`src/rtl/connect4_drop_ctrl.sv`:
```
// connect4_drop_ctrl: column-select / token-drop controller for a ROWS x COLS
// Connect4 board. A rising edge on enable starts a move into the column picked
// by in_column (active-low one-hot). The token lands in the lowest free cell of
// that column for the player whose turn it is, and then the turn passes.
// Malformed selects and full columns are rejected. A full board ends the game
// as a draw, and a result from the win checker freezes the board.
//
// Ports:
//   clk, reset            clock; asynchronous active-low reset
//   enable                move strobe (rising edge triggers)
//   in_column [COLS]      active-low one-hot column select
//   in_game_status [2]    00 playing, 01 P1 won, 10 P2 won, 11 draw
//   out_gameboard [N]     occupancy, bit r*COLS+c
//   out_players_cells [N] owner, 1 = P2
//   out_game_status [2]   latched game status
//   current_state [2]     00 IDLE, 01 CALC, 10 PLACE, 11 OVER
//   playerTurn            0 = P1 to move, 1 = P2 to move
//   column_calc [CW]      cell index chosen / last written
//   out_move_ok           one-cycle pulse, token written
//   out_move_rej          one-cycle pulse, move rejected
//   out_col_full [COLS]   column holds ROWS tokens
module connect4_drop_ctrl #(
  parameter int unsigned ROWS = 4,
  parameter int unsigned COLS = 4
) (
  input  logic                             clk,
  input  logic                             reset,
  input  logic                             enable,
  input  logic [COLS-1:0]                  in_column,
  input  logic [1:0]                       in_game_status,
  output logic [ROWS*COLS-1:0]             out_gameboard,
  output logic [ROWS*COLS-1:0]             out_players_cells,
  output logic [1:0]                       out_game_status,
  output logic [1:0]                       current_state,
  output logic                             playerTurn,
  output logic [$clog2(ROWS*COLS)-1:0]     column_calc,
  output logic                             out_move_ok,
  output logic                             out_move_rej,
  output logic [COLS-1:0]                  out_col_full
);

  localparam int unsigned N   = ROWS * COLS;
  localparam int unsigned CW  = $clog2(N);
  localparam int unsigned HW  = $clog2(ROWS + 1);
  localparam int unsigned MW  = $clog2(N + 1);
  localparam int unsigned CIW = $clog2(COLS);

  typedef enum logic [1:0] {
    IDLE  = 2'b00,
    CALC  = 2'b01,
    PLACE = 2'b10,
    OVER  = 2'b11
  } state_t;

  state_t          state;
  logic            enable_d;
  logic [COLS-1:0] col_lat;
  logic [HW-1:0]   h [COLS];
  logic [MW-1:0]   moves;

  logic            enable_rise;
  logic            col_onehot;
  logic [CIW-1:0]  col_idx;
  logic [CW-1:0]   cell_c;

  assign enable_rise   = enable & ~enable_d;
  assign current_state = state;

  // Decode the latched select: the index of its zero bit, and whether exactly one bit is zero.
  always_comb begin
    col_idx = '0;
    for (int c = 0; c < COLS; c++) begin
      if (!col_lat[c]) col_idx = CIW'(c);
    end
    col_onehot = $onehot(~col_lat);
    cell_c     = CW'(h[col_idx]) * CW'(COLS) + CW'(col_idx);
  end

  // Column-full flags follow the height counters directly.
  always_comb begin
    out_col_full = '0;
    for (int c = 0; c < COLS; c++) begin
      out_col_full[c] = (h[c] == HW'(ROWS));
    end
  end

  // Move FSM with all board state and registered outputs.
  always_ff @(posedge clk or negedge reset) begin
    if (!reset) begin
      state             <= IDLE;
      enable_d          <= 1'b0;
      col_lat           <= '0;
      moves             <= '0;
      for (int c = 0; c < COLS; c++) h[c] <= '0;
      out_gameboard     <= '0;
      out_players_cells <= '0;
      out_game_status   <= 2'b00;
      playerTurn        <= 1'b0;
      column_calc       <= '0;
      out_move_ok       <= 1'b0;
      out_move_rej      <= 1'b0;
    end else begin
      // The edge history runs every cycle, so a rise seen outside IDLE is consumed.
      enable_d     <= enable;
      out_move_ok  <= 1'b0;
      out_move_rej <= 1'b0;
      case (state)
        IDLE: begin
          if (in_game_status != 2'b00) begin
            out_game_status <= in_game_status;
            state           <= OVER;
          end else if (enable_rise) begin
            col_lat <= in_column;
            state   <= CALC;
          end
        end
        CALC: begin
          if (in_game_status != 2'b00) begin
            out_game_status <= in_game_status;
            state           <= OVER;
          end else if (col_onehot && (h[col_idx] < HW'(ROWS))) begin
            column_calc <= cell_c;
            state       <= PLACE;
          end else begin
            out_move_rej <= 1'b1;
            state        <= IDLE;
          end
        end
        PLACE: begin
          out_gameboard[column_calc]     <= 1'b1;
          out_players_cells[column_calc] <= playerTurn;
          h[col_idx]                     <= h[col_idx] + HW'(1);
          moves                          <= moves + MW'(1);
          playerTurn                     <= ~playerTurn;
          out_move_ok                    <= 1'b1;
          // An external result takes precedence over a draw reached on the same move.
          if (in_game_status != 2'b00) begin
            out_game_status <= in_game_status;
            state           <= OVER;
          end else if (moves == MW'(N - 1)) begin
            out_game_status <= 2'b11;
            state           <= OVER;
          end else begin
            state <= IDLE;
          end
        end
        OVER:    state <= OVER;
        default: state <= IDLE;
      endcase
    end
  end

endmodule

```
`config.mk`:
```
export PLATFORM = sky130hd
export DESIGN_NAME = connect4_drop_ctrl
export DESIGN_NICKNAME = d
export VERILOG_FILES = /design/src/rtl/connect4_drop_ctrl.sv
export SDC_FILE = /design/constraint.sdc
export NUM_CORES = 1
export LEC_CHECK = 0
export CAP_MARGIN = 20
export CORE_ASPECT_RATIO = 1.1
export CORE_MARGIN = 4
export CORE_UTILIZATION = 36
export CTS_CLUSTER_SIZE = 25
export DETAILED_ROUTE_END_ITERATION = 16
export PLACE_DENSITY = 0.6
export SLEW_MARGIN = 40
export SYNTH_ARGS = -nofsm -noshare
export SYNTH_HDL_FRONTEND = slang
export SYNTH_SLANG_ARGS = --single-unit
export TNS_END_PERCENT = 1
```
`constraint.sdc`:
```
create_clock -name clk -period 5.4 [get_ports clk]
set_clock_uncertainty 0.2 [all_clocks]
set_input_delay 1.35 -clock clk [delete_from_list [all_inputs] [get_ports clk]]
set_output_delay 1.35 -clock clk [all_outputs]
set_load 0.02 [all_outputs]
```
### Word level (Yosys, flattened, before mapping)

Cells that the tools add are included.

| word-level totals | value |
|---|---|
| bits in latches | 0 |
| bits in read-only memories | 0 |
| RAM bits | 0 |
| flip-flop bits (word level) | 65 |
| input port bits | 9 |
| output and inout port bits | 47 |
| memories kept | 0 |
| logic and storage cells | 82 |

| operators by class | value |
|---|---|
| $add $sub $neg | 6 |
| mux-type cells | 27 |
| bitwise gates (word level) | 7 |
| divide/modulo/power cells | 0 |
| multipliers | 0 |
| $lt $le $gt $ge | 5 |
| equality and inequality tests | 12 |
| reductions and logical operators | 10 |
| shift-type cells | 0 |

Operators by type and width:

| kind | count |
|---|---|
| 2-bit 2-to-1 mux | 11 |
| 16-bit bitwise mux | 1 |
| 16-bit bitwise OR | 1 |
| 12-bit bitwise mux | 1 |
| 3-bit == test, second input constant | 4 |
| 3-bit 2-to-1 mux | 3 |
| 3-bit AND reduction | 3 |
| 2-bit one-hot mux with 4 select lines | 1 |
| 3-bit binary-select mux with 2-bit select | 1 |
| 3-bit demux with 2-bit select | 1 |
| 1-bit 2-to-1 mux | 6 |
| 3-bit inequality test, second input constant | 2 |
| 5-bit by 1-bit adder with 5-bit output, second input constant | 1 |
| 5-bit by 4-bit == test with 1-bit output, second input constant | 1 |
| 4-bit by 5-bit < comparator with 1-bit output, second input constant | 1 |
| 1-bit by 1-bit adder with 2-bit output | 2 |
| 4-bit by 2-bit adder with 4-bit output | 1 |
| 1-bit demux with 4-bit select | 1 |
| 2-bit == test, second input constant | 2 |
| 4-bit by 1-bit greater-or-equal comparator with 1-bit output, second input constant | 1 |
| 4-bit inverter | 1 |
| 2-bit one-hot mux with 2 select lines | 1 |
| 2-bit nonzero test | 2 |
| 2-bit by 2-bit adder with 3-bit output | 1 |
| other kinds (13) | 17 |

### Depth between registers and ports, before layout

| logic depth | value |
|---|---|
| depth after elaboration | 12 |
| gate-level depth with buffers | 7 |

### Worst setup path before layout

No wires, ideal clock.

| path | value |
|---|---|
| path type | reg-to-reg |
| start point | register col_lat[0] |
| end point | register column_calc[0] |
| cell stages (with the launch flop) | 8 |
| setup time | 125 ps |
| required time | 5,075 ps |
| data arrival time | 2,238 ps |
| setup slack | 2,837 ps |
| path buffers | 0 |
| clock period less this slack | 2,563 ps |
| cell sequence | dfrtp_1 > fa_1 > inv_1 > ha_1 > ha_1 > nor3b_1 > nand4_4 > mux2_2 |

| on the way | value |
|---|---|
| cells in the longest elaborated chain, start to end | 6 |

Ends and longest elaborated chain:

| element | line | RTL |
|---|---|---|
| start: declaration | 57 | `logic [COLS-1:0] col_lat;` |
| start signal: assignment | 113 | `col_lat <= in_column;` |
| 4-bit inverter | 75 | `col_onehot = $onehot(~col_lat);` |
| 1-bit by 1-bit adder with 2-bit output (implied by the code) | 75 |  |
| 2-bit by 2-bit adder with 3-bit output (implied by the code) | 75 |  |
| 3-bit by 1-bit == test with 1-bit output | 75 |  |
| 1-bit logical AND | 121 | `end else if (col_onehot && (h[col_idx] < HW'(ROWS))) begin` |
| 3-bit AND reduction (no line) | n/a |  |
| end signal: assignment | 122 | `column_calc <= cell_c;` |
| end: declaration | 36 | `output logic [$clog2(ROWS*COLS)-1:0] column_calc,` |

No other way between the ends.
A chain may end at the register's enable or synchronous reset.

### Worst setup path after layout

| path | value |
|---|---|
| start point | register playerTurn |
| end point | output port playerTurn |

RTL lines:

| element | line | RTL |
|---|---|---|
| start: declaration | 35 | `output logic playerTurn,` |
| start signal: assignment | 134 | `playerTurn <= ~playerTurn;` |

No word-level cell between the ends.

==> metrics <==
max-cap violations 0; fmax 304 MHz; ys async rst share 1.00; clock power share 0.492; Crit Path Max Fanout 18; warning count from the yosys run 0; Yosys top cell by area dfrtp_1; FILL cells 697; share of the synthesized area in the top cell type 0.575; Mean Syn Cell Area 12.9 um2; Num CTS Buffers 9; GRT Util Overall 0.134; Die ar. 9340 um2; ys flop type dfrtp_1; dpl hpwl 4100 um; placed insts 376; initial DRC count 73; WP buf/inv 1; mux cell area share after synthesis 0.154; post-synthesis simple-gate area fraction 0.160; Setup Buffers After CTS 0; post-CTS sizing 0; 1st-pass router iterations 4; Final Net Count 297; initial antenna violation count 0; RSZ-0062 raised after global routing false; CTS tree built; Non-Filler Instances 392; post-synthesis cell area 2830 um2; Total Wirelength 5540 um; Hold Violations, Final 0; Crit path largest cell delay 0.71 ns; combinational power share 0.034; clock sink count 65; largest family of logic cells by synthesized area simple AND/OR/NAND/NOR gates; Max clock buf depth 2; number of synthesized flops with an enable pin 0; Post-Place Setup Slack 2.22 ns; Synth-to-Final Area Change 31.6%; core area 7560 um2; TNS Setup 0 ns; H-Tree Depth 3; register area share after synthesis 0.575; Synth Area in Compound Gates 0.0318; Setup crit start playerTurn; Hold/Removal Path Class flop to flop; minimum clock period 3.29 ns; synth top area cells dfrtp_1, mux2_2, nand2_1, ha_1, mux2i_1; Pwr Total 1060 uW; Worst EP required 3.85 ns; critical path type flop to primary output; Hold Crit Start out_gameboard[10]; Net Switching 216 uW; Max Slew Vio Count 0; die span in x 92.5 um; grt ovf 0; internal power 841 uW; data arrival time of the worst path 1.74 ns; vias 1,845; PnR worst setup slack 2.11 ns; DIE HEIGHT 101 um; Final setup viols 0; slowest cell on the critical path clkdlybuf4s50_1; leak pwr 0.00175 uW; Root Buffer clkbuf_8; CP Capture Type primary output; Tightest Pin Transition 0.574 ns; Clock Latency Late Sink 0.34 ns; synthesized instance count 220; Syn Nets 235; CTS Hold Bufs 0; worst-path cell chain clkdlybuf4s50_1; DRC Markers 0; sequential share of power 0.474; first-pass GRT wire length 9720 um; Post-Synth Adder-Cell Area 0.0292; max_slew headroom 0.616; PD cells 284 nW/um2; register bit count reported by yosys 65; GPL Wtd Cong 0.787; antenna cells 0; Avg Vias per Cell 4.71; largest net degree at the start of global routing 44; CP delay by family, top buffers and inverters; outcome finished, final reports clean; Antenna Nets Post-Route 0; critical path startpoint category flop; fraction of power spent switching nets 0.204; Port Buffers 55; VDD IR max 0.117 mV; I/O pin cnt 56; synth unique cells 39; Hold Worst Slack 0.260 ns; Clock transition at path regs 0.07 ns; row count 33; Synth Area in XOR/XNOR 0.0248; Starting Density 0.374; Wirelength per Cell 14.1 um; Reg-to-Reg Start col_lat[1]; post-route clock period utilization 0.609; share of layout cells above drive strength 1 0.220; vias in the first global route 1,897
registers in the layout (all words and copies together) (netlist names):
name and cells:
h 12, out_move_ok 1, out_game_status 2, out_players_cells 16
current_state 2, out_gameboard 16, enable_d 1, moves 5
playerTurn 1, out_move_rej 1, column_calc 4, col_lat 4
cells in the mapped netlist, types with 2 or more instances:
cell type / n
mux2i_1: 6
nor2b_1: 4
xnor2_1: 6
xor2_1: 2
nor3b_1: 5
inv_1: 6
buf_2: 2
and3_1: 3
dfrtp_1: 65
ha_1: 5
or2_2: 6
o21ai_0: 7
nand2b_1: 8
a21oi_1: 7
nor3_1: 2
nand4_1: 3
nor3_2: 2
mux2_2: 27
nor2_1: 7
or2b_1: 2
nand2_1: 24
mux2_4: 4
worst paths after layout:
check / end / slack [ns] / depth (start not counted)
min reg2reg: out_gameboard[10] / 0.26 / 1
min in group asynchronous: out_gameboard[2] / 0.77 / 1
max: playerTurn / 2.11 / 1
min: out_gameboard[10] / 0.26 / 1
max in group asynchronous: h[4] / 3.31 / 2
max reg2reg: column_calc[1] / 2.53 / 7
kinds of logic (layout without fill, tap and decap cells):
group	Yosys count	after routing
simple gates	75	75
compound gates	16	16
flops	65	65
buf+inv	12	79
mux	38	38
xor+xnor	8	8
fa+ha+maj	6	6
stage by stage:
step	instance area, um2	util
2_1_floorplan	2830	-
3_3_place_gp	3470	0.459
3_5_place_dp	3470	0.459
4_1_cts	3720	0.493
5_1_grt	3720	0.493
6_report	3720	0.493
area by class of cell:
class / count / area [um2] / area share
clock buffer: 12 / 155 / 0.0417
sequential: 65 / 1630 / 0.437
multi-input combinational: 143 / 1130 / 0.304
tap: 105 / 131 / 0.0353
inverter: 7 / 26.3 / 0.00706
timing repair buffer: 56 / 553 / 0.149
clock inverter: 4 / 98.8 / 0.0266
metal layers:
layer	GRT usage	share of wire
met3	0.0373	0.057
met2	0.198	0.45
met5	0	0
met1	0.187	0.48
met4	0.0480	0.013
cell usage in the layout, fill, tap and decap left out, types with 7 or more instances in the layout:
cell             instances
a21oi_1                  7
dfrtp_1                 65
clkbuf_8                11
mux2_2                  27
nand2b_1                 8
o21ai_0                  7
nand2_1                 24
nor2_1                   7
clkdlybuf4s50_1         54
power by group through the flow:
stage	registers (uW)	logic (uW)	clock network, uW
finish	501	35.8	519
global route	503	41.6	551
CTS	501	37.4	532
detailed placement	511	37.3	0
global placement	511	37.0	0
floorplan	508	15.2	0
Power figures use the tool's default switching activity.
==> RTL change 1 (config.mk and constraints unchanged) <==
The parameter `ROWS` goes from 4 to 2.
--- a/src/rtl/connect4_drop_ctrl.sv
+++ b/src/rtl/connect4_drop_ctrl.sv
@@ -20,7 +20,7 @@
 //   out_move_rej          one-cycle pulse, move rejected
 //   out_col_full [COLS]   column holds ROWS tokens
 module connect4_drop_ctrl #(
-  parameter int unsigned ROWS = 4,
+  parameter int unsigned ROWS = 2,
   parameter int unsigned COLS = 4
 ) (
   input  logic                             clk,
Interface: changed (resized column_calc, out_gameboard and out_players_cells); port bits go from 56 to 39. The function was not compared with the original's and may differ.
==> RTL change 1 against the original RTL <==
Final area shrank 33%; wire length shrank 30%; total power shrank 36%; largest cell class unchanged; sequential cell count shrank 22; area after synthesis shrank 32%; worst setup slack gained 250 ps; register-to-register slack is essentially flat; largest power group is now registers.
==> RTL change 1: results (changes against the original RTL) <==
[metrics] number of buffers created by CTS: 5 (-4)
[metrics] initial detailed-routing violation count: 63 (-14%)
[metrics] GPL Wtd Cong: 0.820 (+4.1%)
[metrics] post-cts repair resize count: 0 (unchanged)
[metrics] Synth Net Count: 178 (-24%)
[metrics] status: complete, no violations
[metrics] end point of the worst hold path: out_gameboard[0]$_DFFE_PN0P_
[metrics] post-detailed-routing wire length: 3890 um (-30%)
[metrics] slowest cell delay on critical path: 670 ps (-40 ps)
[metrics] total number of nets in the final design: 220 (-26%)
[metrics] CTS Root Buffer Type: clkbuf_8
[metrics] registers with the most flip-flops: h (8), out_gameboard (8), out_players_cells (8)
[metrics] CP arrival: 1490 ps (-250 ps)
[metrics] fill cell instance count of the final layout: 461 (-34%)
[metrics] reg2reg setup slack: 2540 ps (about the same)
[metrics] relative max-transition margin: 0.650 (+0.0331)
[metrics] IR Drop Worst-Case VDD: 0.000135 V (+15%)
[metrics] first-pass detailed-route iteration total: 5 (+1)
[metrics] average vias per placed instance: 4.76 (+1.1%)
[metrics] proportion of layout cells with a drive suffix above 1: 0.168 (-0.0512)
[metrics] GRT Total Usage: 0.127 (-0.00684)
[metrics] global-route wire length before repair: 6650 um (-32%)
[metrics] capturing point of the worst reg2reg path: column_calc[0]$_DFFE_PN0P_
[metrics] clock latency at the later pin of the worst-skew pair: 290 ps (-50 ps)
[metrics] largest cells by area after synthesis: dfrtp_1 56%, mux2_2 8.7%, nand2_1 3.5%
[metrics] cell types with the highest counts after synthesis: 43 x dfrtp_1, 18 x nand2_1, 15 x mux2_2
[metrics] worst slack at placement: 2160 ps (-55.8 ps)
[metrics] startpoint of the worst-slack reg-to-reg timing path: col_lat[3]$_DFFE_PN0P_
[metrics] critical-path maximum fanout: 10 (-8)
[metrics] sequential cell area fraction in the yosys report: 0.557 (-0.0176)
[metrics] # H-tree levels: 2 (-1)
[metrics] total half-perimeter wirelength after legalization and detailed placement: 2950 um (-28%)
RTL change 1: cell count changes after synthesis, moves of 3 or more:
cell      delta
and3_1       -3
mux2_2      -12
and2_1       +3
nand3_1      +3
o21ai_0      -3
mux2_4       -3
nand2_1      -6
nand2b_1     -4
a21oi_1      -4
nor2_1       +6
dfrtp_1     -22
RTL change 1: power by group:
part	switching (mW)	internal [mW]
Clock	0.106	0.185
Combinational	0.0248	0.0206
Sequential	0.00723	0.328
RTL change 1: how the worst max path moves through the flow:
stage,end,slack (ps),startpoint,depth (start not counted)
3_5_place_dp,column_calc[0]$_DFFE_PN0P_,2160,in_game_status[1],5
3_3_place_gp,column_calc[1]$_DFFE_PN0P_,2210,in_game_status[1],5
4_1_cts,playerTurn,2340,playerTurn$_DFFE_PN0P_,1
6_report,playerTurn,2360,playerTurn$_DFFE_PN0P_,1
2_1_floorplan,column_calc[0]$_DFFE_PN0P_,2770,col_lat[1]$_DFFE_PN0P_,7
5_1_grt,playerTurn,2280,playerTurn$_DFFE_PN0P_,1
RTL change 1: metal layers:
metal,track usage,share of wire,vias up
li1,-,-,643
met1,0.159,0.43,648
met2,0.209,0.51,37
met3,0.0429,0.057,4
met4,0.0324,0.0057,0
met5,0,0,-
RTL change 1: kinds of logic after synthesis:
family | synth area share
buf+inv | 0.0253
xor+xnor | 0.0272
fa+ha+maj | 0.0298
mux | 0.121
flops | 0.557
compound gates | 0.0603
simple gates | 0.179
RTL change 1: layout make-up:
cell class	instances	area share
Inverter	7	0.0105
Clock inverter	2	0.0239
Tap cell	72	0.0359
Sequential cell	43	0.429
Clock buffer	6	0.0289
Timing Repair Buffer	38	0.151
Multi-Input combinational cell	112	0.321
RTL change 1: per-stage QoR:
step	hold WS, ps	area, sq um	std cells
finish	279	2510	280
global route	302	2510	280
CTS	279	2510	280
detailed placement	259	2380	272
global placement	248	2370	272
floorplan	238	1930	165
==> RTL change 2 (config.mk and constraints unchanged) <==
Without the edit above. Put one more register stage on the output `out_game_status`, with the module's reset. The value now appears one clock later. The other outputs are not delayed to match.
--- a/src/rtl/connect4_drop_ctrl.sv
+++ b/src/rtl/connect4_drop_ctrl.sv
@@ -52,6 +52,8 @@
     OVER  = 2'b11
   } state_t;
 
+  logic [1:0] out_game_status_s0;
+
   state_t          state;
   logic            enable_d;
   logic [COLS-1:0] col_lat;
@@ -94,7 +96,7 @@
       for (int c = 0; c < COLS; c++) h[c] <= '0;
       out_gameboard     <= '0;
       out_players_cells <= '0;
-      out_game_status   <= 2'b00;
+      out_game_status_s0 <= 2'b00;
       playerTurn        <= 1'b0;
       column_calc       <= '0;
       out_move_ok       <= 1'b0;
@@ -107,7 +109,7 @@
       case (state)
         IDLE: begin
           if (in_game_status != 2'b00) begin
-            out_game_status <= in_game_status;
+            out_game_status_s0 <= in_game_status;
             state           <= OVER;
           end else if (enable_rise) begin
             col_lat <= in_column;
@@ -116,7 +118,7 @@
         end
         CALC: begin
           if (in_game_status != 2'b00) begin
-            out_game_status <= in_game_status;
+            out_game_status_s0 <= in_game_status;
             state           <= OVER;
           end else if (col_onehot && (h[col_idx] < HW'(ROWS))) begin
             column_calc <= cell_c;
@@ -135,10 +137,10 @@
           out_move_ok                    <= 1'b1;
           // An external result takes precedence over a draw reached on the same move.
           if (in_game_status != 2'b00) begin
-            out_game_status <= in_game_status;
+            out_game_status_s0 <= in_game_status;
             state           <= OVER;
           end else if (moves == MW'(N - 1)) begin
-            out_game_status <= 2'b11;
+            out_game_status_s0 <= 2'b11;
             state           <= OVER;
           end else begin
             state <= IDLE;
@@ -150,5 +152,13 @@
     end
   end
 
+  always_ff @(posedge clk or negedge reset) begin
+    if (!reset) begin
+      out_game_status <= '0;
+    end else begin
+      out_game_status <= out_game_status_s0;
+    end
+  end
+
 endmodule
 
Behaviour: not the same (a bounded check fails within 4 cycles, from zero or initial values and one cycle with reset low).
==> RTL change 2 against the original RTL <==
Via count up 2.7%; worst setup slack better by 4.3 ps; wire length up 1.4%; count of clock-buffer cells in the layout up 1; final area down 0.84%; total power down 11%; non-clock buffer count unchanged; largest cell class unchanged; sequential cell count up 2; area after synthesis up 0.49%; highest routed layer unchanged; sequential power up 0.8%; clock power down 20%; sequential share of layout area up 1.7 points.
==> RTL change 2: results (changes against the original RTL) <==
[metrics] clock network fraction of design power: 0.441 (-0.051)
[metrics] slowest stage cell, crit path: clkdlybuf4s50_1
[metrics] slowest cell delay on critical path: 710 ps (about the same)
[metrics] end point of the worst hold path: out_game_status[0]$_DFF_PN0_
[metrics] worst hold slack across all endpoints: 213 ps (-46.7 ps)
[metrics] met1 track demand over resource in global routing: 0.174 (-0.0138)
[metrics] vias in the first global route: 1844 (-2.8%)
[metrics] Routed met2 length: 2570 um (+2.1%)
[metrics] static leakage power: 1.73 nW (-0.81%)
[metrics] startpoint of the worst-slack reg-to-reg timing path: col_lat[1]$_DFFE_PN0P_
[metrics] mux share of post-synthesis cell area: 0.158 (+0.00366)
[metrics] M3 GR Usage: 0.0416 (+0.00426)
[metrics] routed wirelength normalized by instance count: 14.3 um (+1.2%)
[metrics] cell count of the worst hold path: 0 (-1)
[metrics] metal1 wirelength: 2670 um (+1.1%)
[metrics] area share of xor/xnor cells in the synthesized design: 0.0246 (-0.000120)
[metrics] detailed-route via count: 1894 (+2.7%)
[metrics] status: complete, no violations
[metrics] total number of nets in the final design: 299 (+0.67%)
[metrics] largest net degree at the start of global routing: 41 (-6.8%)
[metrics] adder and majority cell fraction of the synthesized area: 0.0290 (-0.000141)
[metrics] sequential cell area fraction in the yosys report: 0.590 (+0.0148)
[metrics] total half-perimeter wirelength after legalization and detailed placement: 4050 um (-1.4%)
[metrics] capturing point of the worst reg2reg path: column_calc[2]$_DFFE_PN0P_
[metrics] net switching component of the power: 195 uW (-9.6%)
[metrics] Synth Net Count: 237 (+0.85%)
[metrics] sequential group power: 505 uW (+0.8%)
[metrics] routed length on met3: 348 um (+11%)
[metrics] number of distinct library cells after synthesis: 35 (-10%)
[metrics] M2 GR Usage: 0.197 (-0.000558)
[metrics] reg2reg setup slack: 2580 ps (+50 ps)
[metrics] global-route wire length before repair: 9360 um (-3.7%)
[metrics] relative max-transition margin: 0.585 (-0.0311)
[metrics] GRT Total Usage: 0.129 (-0.00497)
[metrics] worst reg2reg path depth: 8 (+1)
[metrics] IR Drop Worst-Case VDD: 0.000139 V (+19%)
[metrics] largest cells by area after synthesis: dfrtp_1 59%, mux2_2 11%, nand2_1 2.9%
[RTL change 2: per-stage QoR]
stage | instance area [sq um] | setup WS (ps) | total power, mW | std cells | util
final | 3690 | 2120 | 0.942 | 393 | 0.488
after global routing | 3690 | 2000 | 0.981 | 393 | 0.488
after CTS | 3690 | 2090 | 0.953 | 393 | 0.488
after detailed placement | 3500 | 2120 | 0.537 | 378 | 0.463
after global placement | 3500 | 2150 | 0.537 | 378 | 0.463
after floorplan | 2840 | 2710 | 0.520 | 222 | -
[RTL change 2: area by class of cell]
type	count	area (sq um)
Fill cell	713	3860
Sequential cell	67	1680
Inverter	6	22.5
Timing Repair Buffer	56	553
Tap cell	105	131
Clock inverter	2	35.0
Clock buffer	13	159
Multi-Input combinational cell	144	1110
[RTL change 2: worst reg2reg max path, cell delays in order (launching register included)]
cell and delay (ps):
dfrtp_1 530, fa_1 570, inv_1 40, ha_1 170, ha_1 270, nor2_1 140, nand3_1 110, or3_4 380
mux2_4 300
